**src/rtl/can_pkg.sv**
```systemverilog
// rtl/can_pkg.sv - shared CAN receive types, field lengths and CRC-15 step
package can_pkg;

  typedef enum logic [3:0] {
    ST_WAIT_IDLE,
    ST_IDLE,
    ST_ID_A,
    ST_SRR_RTR,
    ST_IDE,
    ST_ID_B,
    ST_RTR_EXT,
    ST_R1,
    ST_R0,
    ST_DLC,
    ST_DATA,
    ST_CRC,
    ST_CRC_DEL
  } can_state_e;

  localparam logic [14:0] CAN_CRC_POLY = 15'h4599;
  localparam int ID_A_LEN    = 11;
  localparam int ID_B_LEN    = 18;
  localparam int DLC_LEN     = 4;
  localparam int CRC_LEN     = 15;
  localparam int STUFF_LIMIT = 5;

  // Data bytes on the wire: remote frames carry none, DLC above 8 means 8.
  function automatic logic [3:0] byte_count(input logic rtr, input logic [3:0] dlc);
    if (rtr) return 4'd0;
    return (dlc > 4'd8) ? 4'd8 : dlc;
  endfunction

  // One serial step of the CAN CRC-15 shift register.
  function automatic logic [14:0] crc15_step(input logic [14:0] crc, input logic b);
    logic fb;
    fb = b ^ crc[14];
    return {crc[13:0], 1'b0} ^ (fb ? CAN_CRC_POLY : 15'h0);
  endfunction

endpackage

```
**src/rtl/can_crc15.sv**
```systemverilog
// rtl/can_crc15.sv - serial CAN CRC-15 accumulator shared by receive and transmit
module can_crc15
  import can_pkg::*;
(
  input  logic        clk_i,
  input  logic        rst_ni,
  input  logic        clear_i,
  input  logic        en_i,
  input  logic        bit_in_i,
  output logic [14:0] crc_o
);

  logic [14:0] crc_q, crc_d;

  // Clear restarts from zero and may absorb the current bit in the same cycle.
  always_comb begin
    crc_d = crc_q;
    if (clear_i) begin
      crc_d = en_i ? crc15_step(15'h0, bit_in_i) : 15'h0;
    end else if (en_i) begin
      crc_d = crc15_step(crc_q, bit_in_i);
    end
  end

  // CRC register.
  always_ff @(posedge clk_i or negedge rst_ni) begin
    if (!rst_ni) crc_q <= 15'h0;
    else         crc_q <= crc_d;
  end

  assign crc_o = crc_q;

endmodule

```
**src/rtl/can_frame_decoder.sv**
```systemverilog
// rtl/can_frame_decoder.sv - CAN receive decoder with de-stuffing, CRC-15 check and error pulses
module can_frame_decoder
  import can_pkg::*;
#(
  parameter int MAX_DATA_BYTES = 8,
  parameter int IDLE_BITS      = 11
) (
  input  logic                        clk_i,
  input  logic                        rst_ni,
  input  logic                        sample_i,
  input  logic                        can_data_i,
  output logic                        frame_valid_o,
  output logic [28:0]                 id_o,
  output logic                        ext_frame_o,
  output logic                        rtr_o,
  output logic [3:0]                  dlc_o,
  output logic [8*MAX_DATA_BYTES-1:0] data_o,
  output logic                        crc_ok_o,
  output logic                        stuff_err_o,
  output logic                        form_err_o,
  output logic                        busy_o
);

  localparam int RCW = $clog2(IDLE_BITS + 1);

  can_state_e                     state_q, state_d;
  logic [RCW-1:0]                 rec_cnt_q, rec_cnt_d;
  logic [4:0]                     bit_cnt_q, bit_cnt_d;
  logic [2:0]                     byte_idx_q, byte_idx_d;
  logic                           last_bit_q, last_bit_d;
  logic [2:0]                     run_len_q, run_len_d;
  logic [10:0]                    id_a_q, id_a_d;
  logic [17:0]                    id_b_q, id_b_d;
  logic                           srr_rtr_q, srr_rtr_d;
  logic                           ext_q, ext_d;
  logic                           rtr_q, rtr_d;
  logic [3:0]                     dlc_q, dlc_d;
  logic [MAX_DATA_BYTES-1:0][7:0] data_q, data_d;
  logic [14:0]                    crc_rx_q, crc_rx_d;

  logic                           frame_valid_q, frame_valid_d;
  logic                           stuff_err_q, stuff_err_d;
  logic                           form_err_q, form_err_d;
  logic                           busy_q, busy_d;
  logic                           crc_ok_q, crc_ok_d;
  logic                           ext_out_q, ext_out_d;
  logic                           rtr_out_q, rtr_out_d;
  logic [28:0]                    id_out_q, id_out_d;
  logic [3:0]                     dlc_out_q, dlc_out_d;
  logic [MAX_DATA_BYTES-1:0][7:0] data_out_q, data_out_d;

  logic        crc_clear, crc_en, crc_bit;
  logic [14:0] crc_calc;
  logic        in_stuff_region, bit_en, stuff_violation;
  logic [3:0]  nbytes;

  can_crc15 u_crc (
    .clk_i   (clk_i),
    .rst_ni  (rst_ni),
    .clear_i (crc_clear),
    .en_i    (crc_en),
    .bit_in_i(crc_bit),
    .crc_o   (crc_calc)
  );

  // De-stuffing front end, then the field-walking FSM and output capture.
  always_comb begin
    state_d       = state_q;
    rec_cnt_d     = rec_cnt_q;
    bit_cnt_d     = bit_cnt_q;
    byte_idx_d    = byte_idx_q;
    last_bit_d    = last_bit_q;
    run_len_d     = run_len_q;
    id_a_d        = id_a_q;
    id_b_d        = id_b_q;
    srr_rtr_d     = srr_rtr_q;
    ext_d         = ext_q;
    rtr_d         = rtr_q;
    dlc_d         = dlc_q;
    data_d        = data_q;
    crc_rx_d      = crc_rx_q;
    busy_d        = busy_q;
    crc_ok_d      = crc_ok_q;
    ext_out_d     = ext_out_q;
    rtr_out_d     = rtr_out_q;
    id_out_d      = id_out_q;
    dlc_out_d     = dlc_out_q;
    data_out_d    = data_out_q;
    frame_valid_d = 1'b0;
    stuff_err_d   = 1'b0;
    form_err_d    = 1'b0;
    crc_clear     = 1'b0;
    crc_en        = 1'b0;
    crc_bit       = can_data_i;
    bit_en        = 1'b0;
    stuff_violation = 1'b0;
    nbytes        = byte_count(rtr_q, dlc_q);

    // The delimiter state is outside this set, so it is never de-stuffed.
    in_stuff_region = (state_q inside {ST_ID_A, ST_SRR_RTR, ST_IDE, ST_ID_B, ST_RTR_EXT,
                                       ST_R1, ST_R0, ST_DLC, ST_DATA, ST_CRC});
    if (sample_i && in_stuff_region) begin
      if (run_len_q == 3'(STUFF_LIMIT)) begin
        if (can_data_i == last_bit_q) begin
          stuff_violation = 1'b1;
        end else begin
          last_bit_d = can_data_i;
          run_len_d  = 3'd1;
        end
      end else begin
        bit_en = 1'b1;
        if (can_data_i == last_bit_q) begin
          run_len_d = run_len_q + 3'd1;
        end else begin
          last_bit_d = can_data_i;
          run_len_d  = 3'd1;
        end
      end
    end

    case (state_q)
      ST_WAIT_IDLE: if (sample_i) begin
        if (!can_data_i) begin
          rec_cnt_d = '0;
        end else if (rec_cnt_q == RCW'(IDLE_BITS - 1)) begin
          rec_cnt_d = '0;
          state_d   = ST_IDLE;
        end else begin
          rec_cnt_d = rec_cnt_q + RCW'(1);
        end
      end
      ST_IDLE: if (sample_i && !can_data_i) begin
        state_d    = ST_ID_A;
        busy_d     = 1'b1;
        crc_clear  = 1'b1;
        crc_en     = 1'b1;
        bit_cnt_d  = '0;
        byte_idx_d = '0;
        last_bit_d = 1'b0;
        run_len_d  = 3'd1;
        data_d     = '0;
      end
      ST_ID_A: if (bit_en) begin
        crc_en = 1'b1;
        id_a_d = {id_a_q[9:0], can_data_i};
        if (bit_cnt_q == 5'(ID_A_LEN - 1)) begin
          bit_cnt_d = '0;
          state_d   = ST_SRR_RTR;
        end else begin
          bit_cnt_d = bit_cnt_q + 5'd1;
        end
      end
      ST_SRR_RTR: if (bit_en) begin
        crc_en    = 1'b1;
        srr_rtr_d = can_data_i;
        state_d   = ST_IDE;
      end
      ST_IDE: if (bit_en) begin
        crc_en = 1'b1;
        ext_d  = can_data_i;
        if (can_data_i) begin
          state_d = ST_ID_B;
        end else begin
          rtr_d   = srr_rtr_q;
          state_d = ST_R0;
        end
      end
      ST_ID_B: if (bit_en) begin
        crc_en = 1'b1;
        id_b_d = {id_b_q[16:0], can_data_i};
        if (bit_cnt_q == 5'(ID_B_LEN - 1)) begin
          bit_cnt_d = '0;
          state_d   = ST_RTR_EXT;
        end else begin
          bit_cnt_d = bit_cnt_q + 5'd1;
        end
      end
      ST_RTR_EXT: if (bit_en) begin
        crc_en  = 1'b1;
        rtr_d   = can_data_i;
        state_d = ST_R1;
      end
      ST_R1: if (bit_en) begin
        crc_en  = 1'b1;
        state_d = ST_R0;
      end
      ST_R0: if (bit_en) begin
        crc_en  = 1'b1;
        state_d = ST_DLC;
      end
      ST_DLC: if (bit_en) begin
        crc_en = 1'b1;
        dlc_d  = {dlc_q[2:0], can_data_i};
        if (bit_cnt_q == 5'(DLC_LEN - 1)) begin
          bit_cnt_d = '0;
          state_d   = (byte_count(rtr_q, dlc_d) == 4'd0) ? ST_CRC : ST_DATA;
        end else begin
          bit_cnt_d = bit_cnt_q + 5'd1;
        end
      end
      ST_DATA: if (bit_en) begin
        crc_en = 1'b1;
        for (int b = 0; b < MAX_DATA_BYTES; b++) begin
          if (3'(b) == byte_idx_q) data_d[b] = {data_q[b][6:0], can_data_i};
        end
        if (bit_cnt_q == 5'd7) begin
          bit_cnt_d = '0;
          if ({1'b0, byte_idx_q} == nbytes - 4'd1) state_d = ST_CRC;
          else byte_idx_d = byte_idx_q + 3'd1;
        end else begin
          bit_cnt_d = bit_cnt_q + 5'd1;
        end
      end
      ST_CRC: if (bit_en) begin
        crc_rx_d = {crc_rx_q[13:0], can_data_i};
        if (bit_cnt_q == 5'(CRC_LEN - 1)) begin
          bit_cnt_d = '0;
          state_d   = ST_CRC_DEL;
        end else begin
          bit_cnt_d = bit_cnt_q + 5'd1;
        end
      end
      ST_CRC_DEL: if (sample_i) begin
        busy_d    = 1'b0;
        rec_cnt_d = '0;
        state_d   = ST_WAIT_IDLE;
        if (can_data_i) begin
          frame_valid_d = 1'b1;
          crc_ok_d      = (crc_rx_q == crc_calc);
          id_out_d      = ext_q ? {id_a_q, id_b_q} : {18'd0, id_a_q};
          ext_out_d     = ext_q;
          rtr_out_d     = rtr_q;
          dlc_out_d     = dlc_q;
          data_out_d    = data_q;
        end else begin
          form_err_d = 1'b1;
        end
      end
      default: state_d = ST_WAIT_IDLE;
    endcase

    if (stuff_violation) begin
      stuff_err_d = 1'b1;
      busy_d      = 1'b0;
      rec_cnt_d   = '0;
      state_d     = ST_WAIT_IDLE;
    end
  end

  // State and datapath registers; pulses self-clear because their _d defaults to 0.
  always_ff @(posedge clk_i or negedge rst_ni) begin
    if (!rst_ni) begin
      state_q       <= ST_WAIT_IDLE;
      rec_cnt_q     <= '0;
      bit_cnt_q     <= '0;
      byte_idx_q    <= '0;
      last_bit_q    <= 1'b0;
      run_len_q     <= '0;
      id_a_q        <= '0;
      id_b_q        <= '0;
      srr_rtr_q     <= 1'b0;
      ext_q         <= 1'b0;
      rtr_q         <= 1'b0;
      dlc_q         <= '0;
      data_q        <= '0;
      crc_rx_q      <= '0;
      frame_valid_q <= 1'b0;
      stuff_err_q   <= 1'b0;
      form_err_q    <= 1'b0;
      busy_q        <= 1'b0;
      crc_ok_q      <= 1'b0;
      ext_out_q     <= 1'b0;
      rtr_out_q     <= 1'b0;
      id_out_q      <= '0;
      dlc_out_q     <= '0;
      data_out_q    <= '0;
    end else begin
      state_q       <= state_d;
      rec_cnt_q     <= rec_cnt_d;
      bit_cnt_q     <= bit_cnt_d;
      byte_idx_q    <= byte_idx_d;
      last_bit_q    <= last_bit_d;
      run_len_q     <= run_len_d;
      id_a_q        <= id_a_d;
      id_b_q        <= id_b_d;
      srr_rtr_q     <= srr_rtr_d;
      ext_q         <= ext_d;
      rtr_q         <= rtr_d;
      dlc_q         <= dlc_d;
      data_q        <= data_d;
      crc_rx_q      <= crc_rx_d;
      frame_valid_q <= frame_valid_d;
      stuff_err_q   <= stuff_err_d;
      form_err_q    <= form_err_d;
      busy_q        <= busy_d;
      crc_ok_q      <= crc_ok_d;
      ext_out_q     <= ext_out_d;
      rtr_out_q     <= rtr_out_d;
      id_out_q      <= id_out_d;
      dlc_out_q     <= dlc_out_d;
      data_out_q    <= data_out_d;
    end
  end

  assign frame_valid_o = frame_valid_q;
  assign id_o          = id_out_q;
  assign ext_frame_o   = ext_out_q;
  assign rtr_o         = rtr_out_q;
  assign dlc_o         = dlc_out_q;
  assign data_o        = data_out_q;
  assign crc_ok_o      = crc_ok_q;
  assign stuff_err_o   = stuff_err_q;
  assign form_err_o    = form_err_q;
  assign busy_o        = busy_q;

endmodule

```
**config.mk**
```make
export PLATFORM = sky130hd
export DESIGN_NAME = can_frame_decoder
export DESIGN_NICKNAME = d
export VERILOG_FILES = /design/src/rtl/can_pkg.sv /design/src/rtl/can_crc15.sv /design/src/rtl/can_frame_decoder.sv
export SDC_FILE = /design/constraint.sdc
export NUM_CORES = 1
export LEC_CHECK = 0
export CORE_MARGIN = 10
export CORE_UTILIZATION = 45
export CTS_CLUSTER_SIZE = 25
export DETAILED_ROUTE_END_ITERATION = 10
export HOLD_SLACK_MARGIN = 0.1
export PLACE_DENSITY = 0.65
export SYNTH_ARGS = -nofsm -noshare
export SYNTH_HDL_FRONTEND = slang
export SYNTH_HIERARCHICAL = 1
export SYNTH_SLANG_ARGS = --single-unit
```
**constraint.sdc**
```tcl
create_clock -name clk_i -period 3.2 [get_ports clk_i]
set_input_delay 0.64 -clock clk_i [delete_from_list [all_inputs] [get_ports clk_i]]
set_output_delay 0.64 -clock clk_i [all_outputs]
set_load 0.01 [all_outputs]
```
Word level (Yosys, flattened, before mapping)
Cells that the tools add are included. Widths: inputs -> output; s select.

$add $sub $neg: 5. Magnitude comparators: 2. Equal/unequal tests: 69. Muxes and demuxes: 110. Bitwise gates (word level): 2. Reduce and logical (&&, ||, !) cells: 35.

Operators by type and width (number): $mux 4 (35); $mux 64 (2); $pmux 64 s2 (1); $mux 15 (5); $mux 8 (8); $mux 5 (11); $pmux 4 s13 (1); $ne 3x3->1 const B (15); $reduce_and 4->1 (9); $mux 1 (30); $mux 3 (10); $pmux 5 s6 (1); $mux 29 (1); $eq 4x4->1 const B (6); $reduce_and 21->1 (1); $ne 2x2->1 const B (10); $ne 2x1->1 const B (9); $ne 3x2->1 const B (6); $eq 4x3->1 const B (4); $eq 15x15->1 (1); $xor 15x15->15 (1); $eq 3x3->1 const A (4); $reduce_and 2->1 (6); $eq 5x4->1 const B (2); 31 further kinds (44).

Register bits after elaboration: 254. Input bits: 4. Output and inout port bits: 104. Logic and storage cells: 262.

Depth between registers and ports, before layout
Depth in word-level cells: 16. Depth in mapped cells: 10. Gate-level depth less buffers: 8.

Modules after synthesis
The synthesis kept the hierarchy.

By module, submodules not included: can_frame_decoder (times used 1, cells each 1069, area each 10461.3 µm², sequential area each 5980.7 µm²); can_crc15 (times used 1, cells each 69, area each 729.4 µm², sequential area each 375.4 µm²).

Worst setup path before layout
No wires, ideal clock.

Path type: input -> register. Start point: input port can_data_i. End point: register u_crc.crc_q[10], in the netlist u_crc/crc_o[10]. Setup time: 90 ps. Data arrival time: 2176 ps. Required time: 3110 ps. Setup slack: 933 ps. Stages: 7. Buffers on the path: 1. Cells stage by stage: nand2b_1 nor4_4 buf_2 a21o_1 inv_1 or3_4 o221ai_1.

Elaborated cells between the ends (all ways): 13. Those cells by class: mux: 8; bitwise: 2; reduce/logical: 3.

RTL lines: from (decl) (RTL line can_frame_decoder.sv:11) `input logic can_data_i,`; $logic_not 1->1 * (RTL line can_frame_decoder.sv:132) `ST_IDLE: if (sample_i && !can_data_i) begin`; $logic_and 1x1->1 * (RTL line can_frame_decoder.sv:132); $mux 1 * (RTL line can_frame_decoder.sv:132); $mux 1 * (RTL line can_frame_decoder.sv:121) `case (state_q)`; named net crc_clear (RTL line can_frame_decoder.sv:52) `logic crc_clear, crc_en, crc_bit;`; $mux 15 / $reduce_bool 2->1 (equally long branches); to (signal assigned) (RTL line can_crc15.sv:28) `else crc_q <= crc_d;`; to (decl) (RTL line can_crc15.sv:13) `logic [14:0] crc_q, crc_d;`.

The timed path passes the listed nets; every way through them passes the cells marked *. The select of a mux whose other input is x is not followed. A chain may end at the register's enable or synchronous reset.

Worst setup path after layout
Start point: register state_q[3]. End point: register data_q[28] (netlist name).

Longest elaborated chain between the ends: 6. Elaborated cells between the ends (all ways): 20. Those cells by class: eq/ne: 14; mux: 2; reduce/logical: 4.

Ends and longest elaborated chain: from (decl) (RTL line can_frame_decoder.sv:26) `can_state_e state_q, state_d;`; from (signal assigned) (RTL line can_frame_decoder.sv:278) `state_q <= state_d;`; $eq 4x2->1, or another cell as far along (RTL line can_frame_decoder.sv:100) `in_stuff_region = (state_q inside {ST_ID_A, ST_SRR_RTR, ST_IDE, ST_ID_B, ST_RTR_EXT,`; $reduce_bool 10->1 (RTL line can_frame_decoder.sv:100); $logic_and 1x1->1 (RTL line can_frame_decoder.sv:102) `if (sample_i && in_stuff_region) begin`; $mux 1 (RTL line can_frame_decoder.sv:102); $ne 2x2->1 (no source line); $reduce_and 4->1 (no source line); to (signal assigned) (RTL line can_frame_decoder.sv:290) `data_q <= data_d;`; to (decl) (RTL line can_frame_decoder.sv:38) `logic [MAX_DATA_BYTES-1:0][7:0] data_q, data_d;`.

Parallel ways exist; a longest one is shown, timed or not.

==> results.md <==
* Die Y-Extent at 178 um
* Unrepaired setup endpoints after global routing: false
* Transition time at the pin with the least slew margin at 1.01 ns
* Cells after synthesis at 1138
* Syn. warnings at 6
* Number of placement rows at 57
* Largest cells by area after synthesis: sky130_fd_sc_hd__dfrtp_1, sky130_fd_sc_hd__nand2_1, sky130_fd_sc_hd__mux2_2
* TritonRoute pass-1 iters at 5
* Capture instance of the worst register-to-register path: data_q[28]
* Sum of overflow across all layers after global routing at 0
* Kind of critical path: reg -> reg
* Detailed-route wire length at 24700 um
* Last weighted congestion value of the routability-driven placer at 0.864
* Clock tree buffer depth at 3
* Violation count after the first detailed-routing iteration at 653
* Proportion of synthesized flip-flops having asynchronous set or reset at 100%
* Power density over the cells at 774 nW/um^2
* Filler cell count at 2153
* Post-place instance area at 12600 um^2
* Reg-to-reg setup timing slack at 0.33 ns
* Crit path largest cell delay at 0.89 ns
* Fraction of the core area covered by cells at the end of the flow at 55.8%
* Clock network latency to the later pin of the worst-skew pair at 0.54 ns
* Area of the mapped netlist at 11200 um^2
* Final Hold Slack at 0.0851 ns
* Clock slew seen by the registers of the worst setup and hold paths at 0.06 ns
* Diodes inserted at 0
* Top cell family by delay on the critical path: flip-flops
* Cell with the largest stage delay on the worst path: sky130_fd_sc_hd__dfrtp_1
* Count of flip-flops with a built-in enable after synthesis at 0
* CP cell instances: inv_1 -> nor4_4 -> o22ai_1 -> nand2_1 -> o21ai_0
* Startpoint types: flop
* Synth-to-layout area growth at 21.5%
* Root cell of the clock tree: sky130_fd_sc_hd__clkbuf_16
* I/O pin count at 108
* Die outline width at 178 um
* Antenna violations before repair at 0
* GRT Resource Usage Total at 15.6%
* Worst setup skew after layout at 0.0121 ns
* Cell taking the most area after synthesis: sky130_fd_sc_hd__dfrtp_1
* Worst slack at placement at 0.113 ns
* Pin count of the biggest net entering global routing at 85
* Routed length per instance at 15.7 um
* Startpoint of the worst-slack reg-to-reg timing path: state_q[3]
* Number of nets still failing antenna checks after routing at 0
* Vias after detailed routing at 8109
* TritonCTS buffer count at 27
* Critical-path maximum fanout at 26
* Data arrival time of the worst path at 3.24 ns
* Initial standard-cell utilization of the core at 45.9%
* Die area at 31600 um^2
* First-pass GRT wire length at 41500 um
* Netlist cell types at 67
* Sort of element at the end of the critical path: flop
* Post-synthesis area per instance at 9.83 um^2
* Worst VDD drop at 0.688 mV
* Vias/cell at 5.14
* Max Clock Freq at 349 MHz
* Lkg Pwr at 6.43 nW
* Final standard cell area without fillers at 13600 um^2
* Sum of buffers and inverters on the critical path at 1
* Quantity of I/O buffers inserted on ports at 107
* Placed wire-length estimate after detailed placement at 16700 um
* Post-layout minimum cycle time at 2.87 ns
* Final Hold Viols at 0
* Core Box Area at 24400 um^2
* Period utilization at 89.6%
* Buffers inserted by post-CTS timing repair at 0
* Max Cap Viol at 0
* CTS tree: yes
* Number of endpoints failing setup at the final stage at 0
* TritonCTS sink count at 254
* Cts hold-fix bufs at 0
* Layout cells sized above 1 at 11.3%
* Commonest cells post-synth: sky130_fd_sc_hd__nand2_1, sky130_fd_sc_hd__dfrtp_1, sky130_fd_sc_hd__o21ai_0
* Number of nets in the final layout at 1253
* Synthesized net count at 1156
* Relative slew slack at 32.9%
* Hold Crit Class: in -> async
* Count of final max-slew check failures at 0
* Via count of the first global-routing pass at 8051
* Setup slack of the critical path after layout at 0.333 ns
* Post-detailed-route DRC marker count at 0
* Cts repair resizes at 0
* Sequential share of the synthesized area at 56.8%
* Post-route setup TNS at 0 ns
* Register bit count reported by yosys at 254
* Most used standard cell by instance count after synthesis: sky130_fd_sc_hd__nand2_1
* Share of the synthesized area in the top cell type at 56.8%
* Primary FF master, synth: sky130_fd_sc_hd__dfrtp_1
* Cells on worst reg2reg path at 5
* Worst path required time at 3.57 ns
* H-tree Lvls at 1
* Run status: completed
-- routing by layer --
layer | track usage [%] | vias to the layer above | wire length, um
li1 | - | 4009 | -
met1 | 21.0 | 3917 | 11300
met2 | 25.9 | 142 | 11900
met3 | 2.72 | 41 | 1080
met4 | 3.65 | 0 | 474
met5 | 0 | - | 0
-- per-stage QoR --
stage / power, W / std cells
final: 0.0105 / 1579
after global routing: 0.0112 / 1579
after CTS: 0.0106 / 1579
after detailed placement: 0.00727 / 1530
after global placement: 0.00719 / 1530
after floorplan: 0.00614 / 1138
-- how the worst max path moves through the flow --
stage	from	to	slack [ns]	cells after the start
2_1_floorplan	can_data_i	u_crc/crc_o[10]	0.93	7
3_3_place_gp	sample_i	data_q[29]	0.11	6
3_5_place_dp	sample_i	data_q[31]	0.11	6
4_1_cts	state_q[3]	data_q[31]	0.38	5
5_1_grt	state_q[3]	data_q[9]	0.06	5
6_report	state_q[3]	data_q[28]	0.33	5
-- cells by family after synthesis --
logic type / count (synthesis) / share of synthesized area [%]
flip-flops: 254 / 56.8
AND/OR/NAND/NOR: 525 / 20.0
adder cells (fa/ha/maj): 14 / 1.57
multiplexers: 73 / 7.11
buffers and inverters: 81 / 3.34
XOR/XNOR: 30 / 2.35
AO/OA/AOI/OAI: 161 / 8.88
-- placed cells by master (no fill, tap or decap), drive strengths merged, types with 16 or more instances in the layout --
cell type | Yosys | layout
o21ai | 93 | 93
buf | 38 | 26
inv | 17 | 18
clkdlybuf4s50 | 0 | 106
a21oi | 16 | 16
nand2 | 398 | 398
nor2 | 34 | 34
xor2 | 19 | 19
mux2 | 52 | 52
clkbuf | 26 | 33
mux2i | 21 | 21
dfrtp | 254 | 254
nand3 | 33 | 33
-- report_power, final --
group          leakage, nW  internal, W  switching (W)
clock network        0.478      0.00203        0.00129
logic                 2.48      0.00126        0.00148
registers             3.48      0.00380       0.000666
total                 6.43      0.00709        0.00343
-- sequential cells by signal (all words and copies together), names as in the netlist, 3 cells and up --
signal and flops:
dlc_q 4, id_b_q 18, data_o 64, id_a_q 11, crc_rx_q 15, u_crc/crc_o 15, bit_cnt_q 5, data_q 64
state_q 4, dlc_o 4, byte_idx_q 3, rec_cnt_q 4, run_len_q 3, id_o 29
-- area by class of cell --
cell class | instances | area, um^2 | area share (%)
inverter | 17 | 63.8 | 0.469
tap | 324 | 405 | 2.98
timing repair buffer | 132 | 1330 | 9.75
multi-input combinational | 803 | 4490 | 33.0
clock buffer | 33 | 728 | 5.35
sequential | 254 | 6360 | 46.7
clock inverter | 16 | 231 | 1.70
-- worst reg2reg max path, delay by kind of cell (launching register included) --
| kind | cells | cell delay, ns |
|---|---|---|
| AO/OA/AOI/OAI | 2 | 0.62 |
| buffers and inverters | 1 | 0.32 |
| flip-flops | 1 | 0.89 |
| AND/OR/NAND/NOR | 2 | 0.87 |
(Power assumes the default switching activity.)
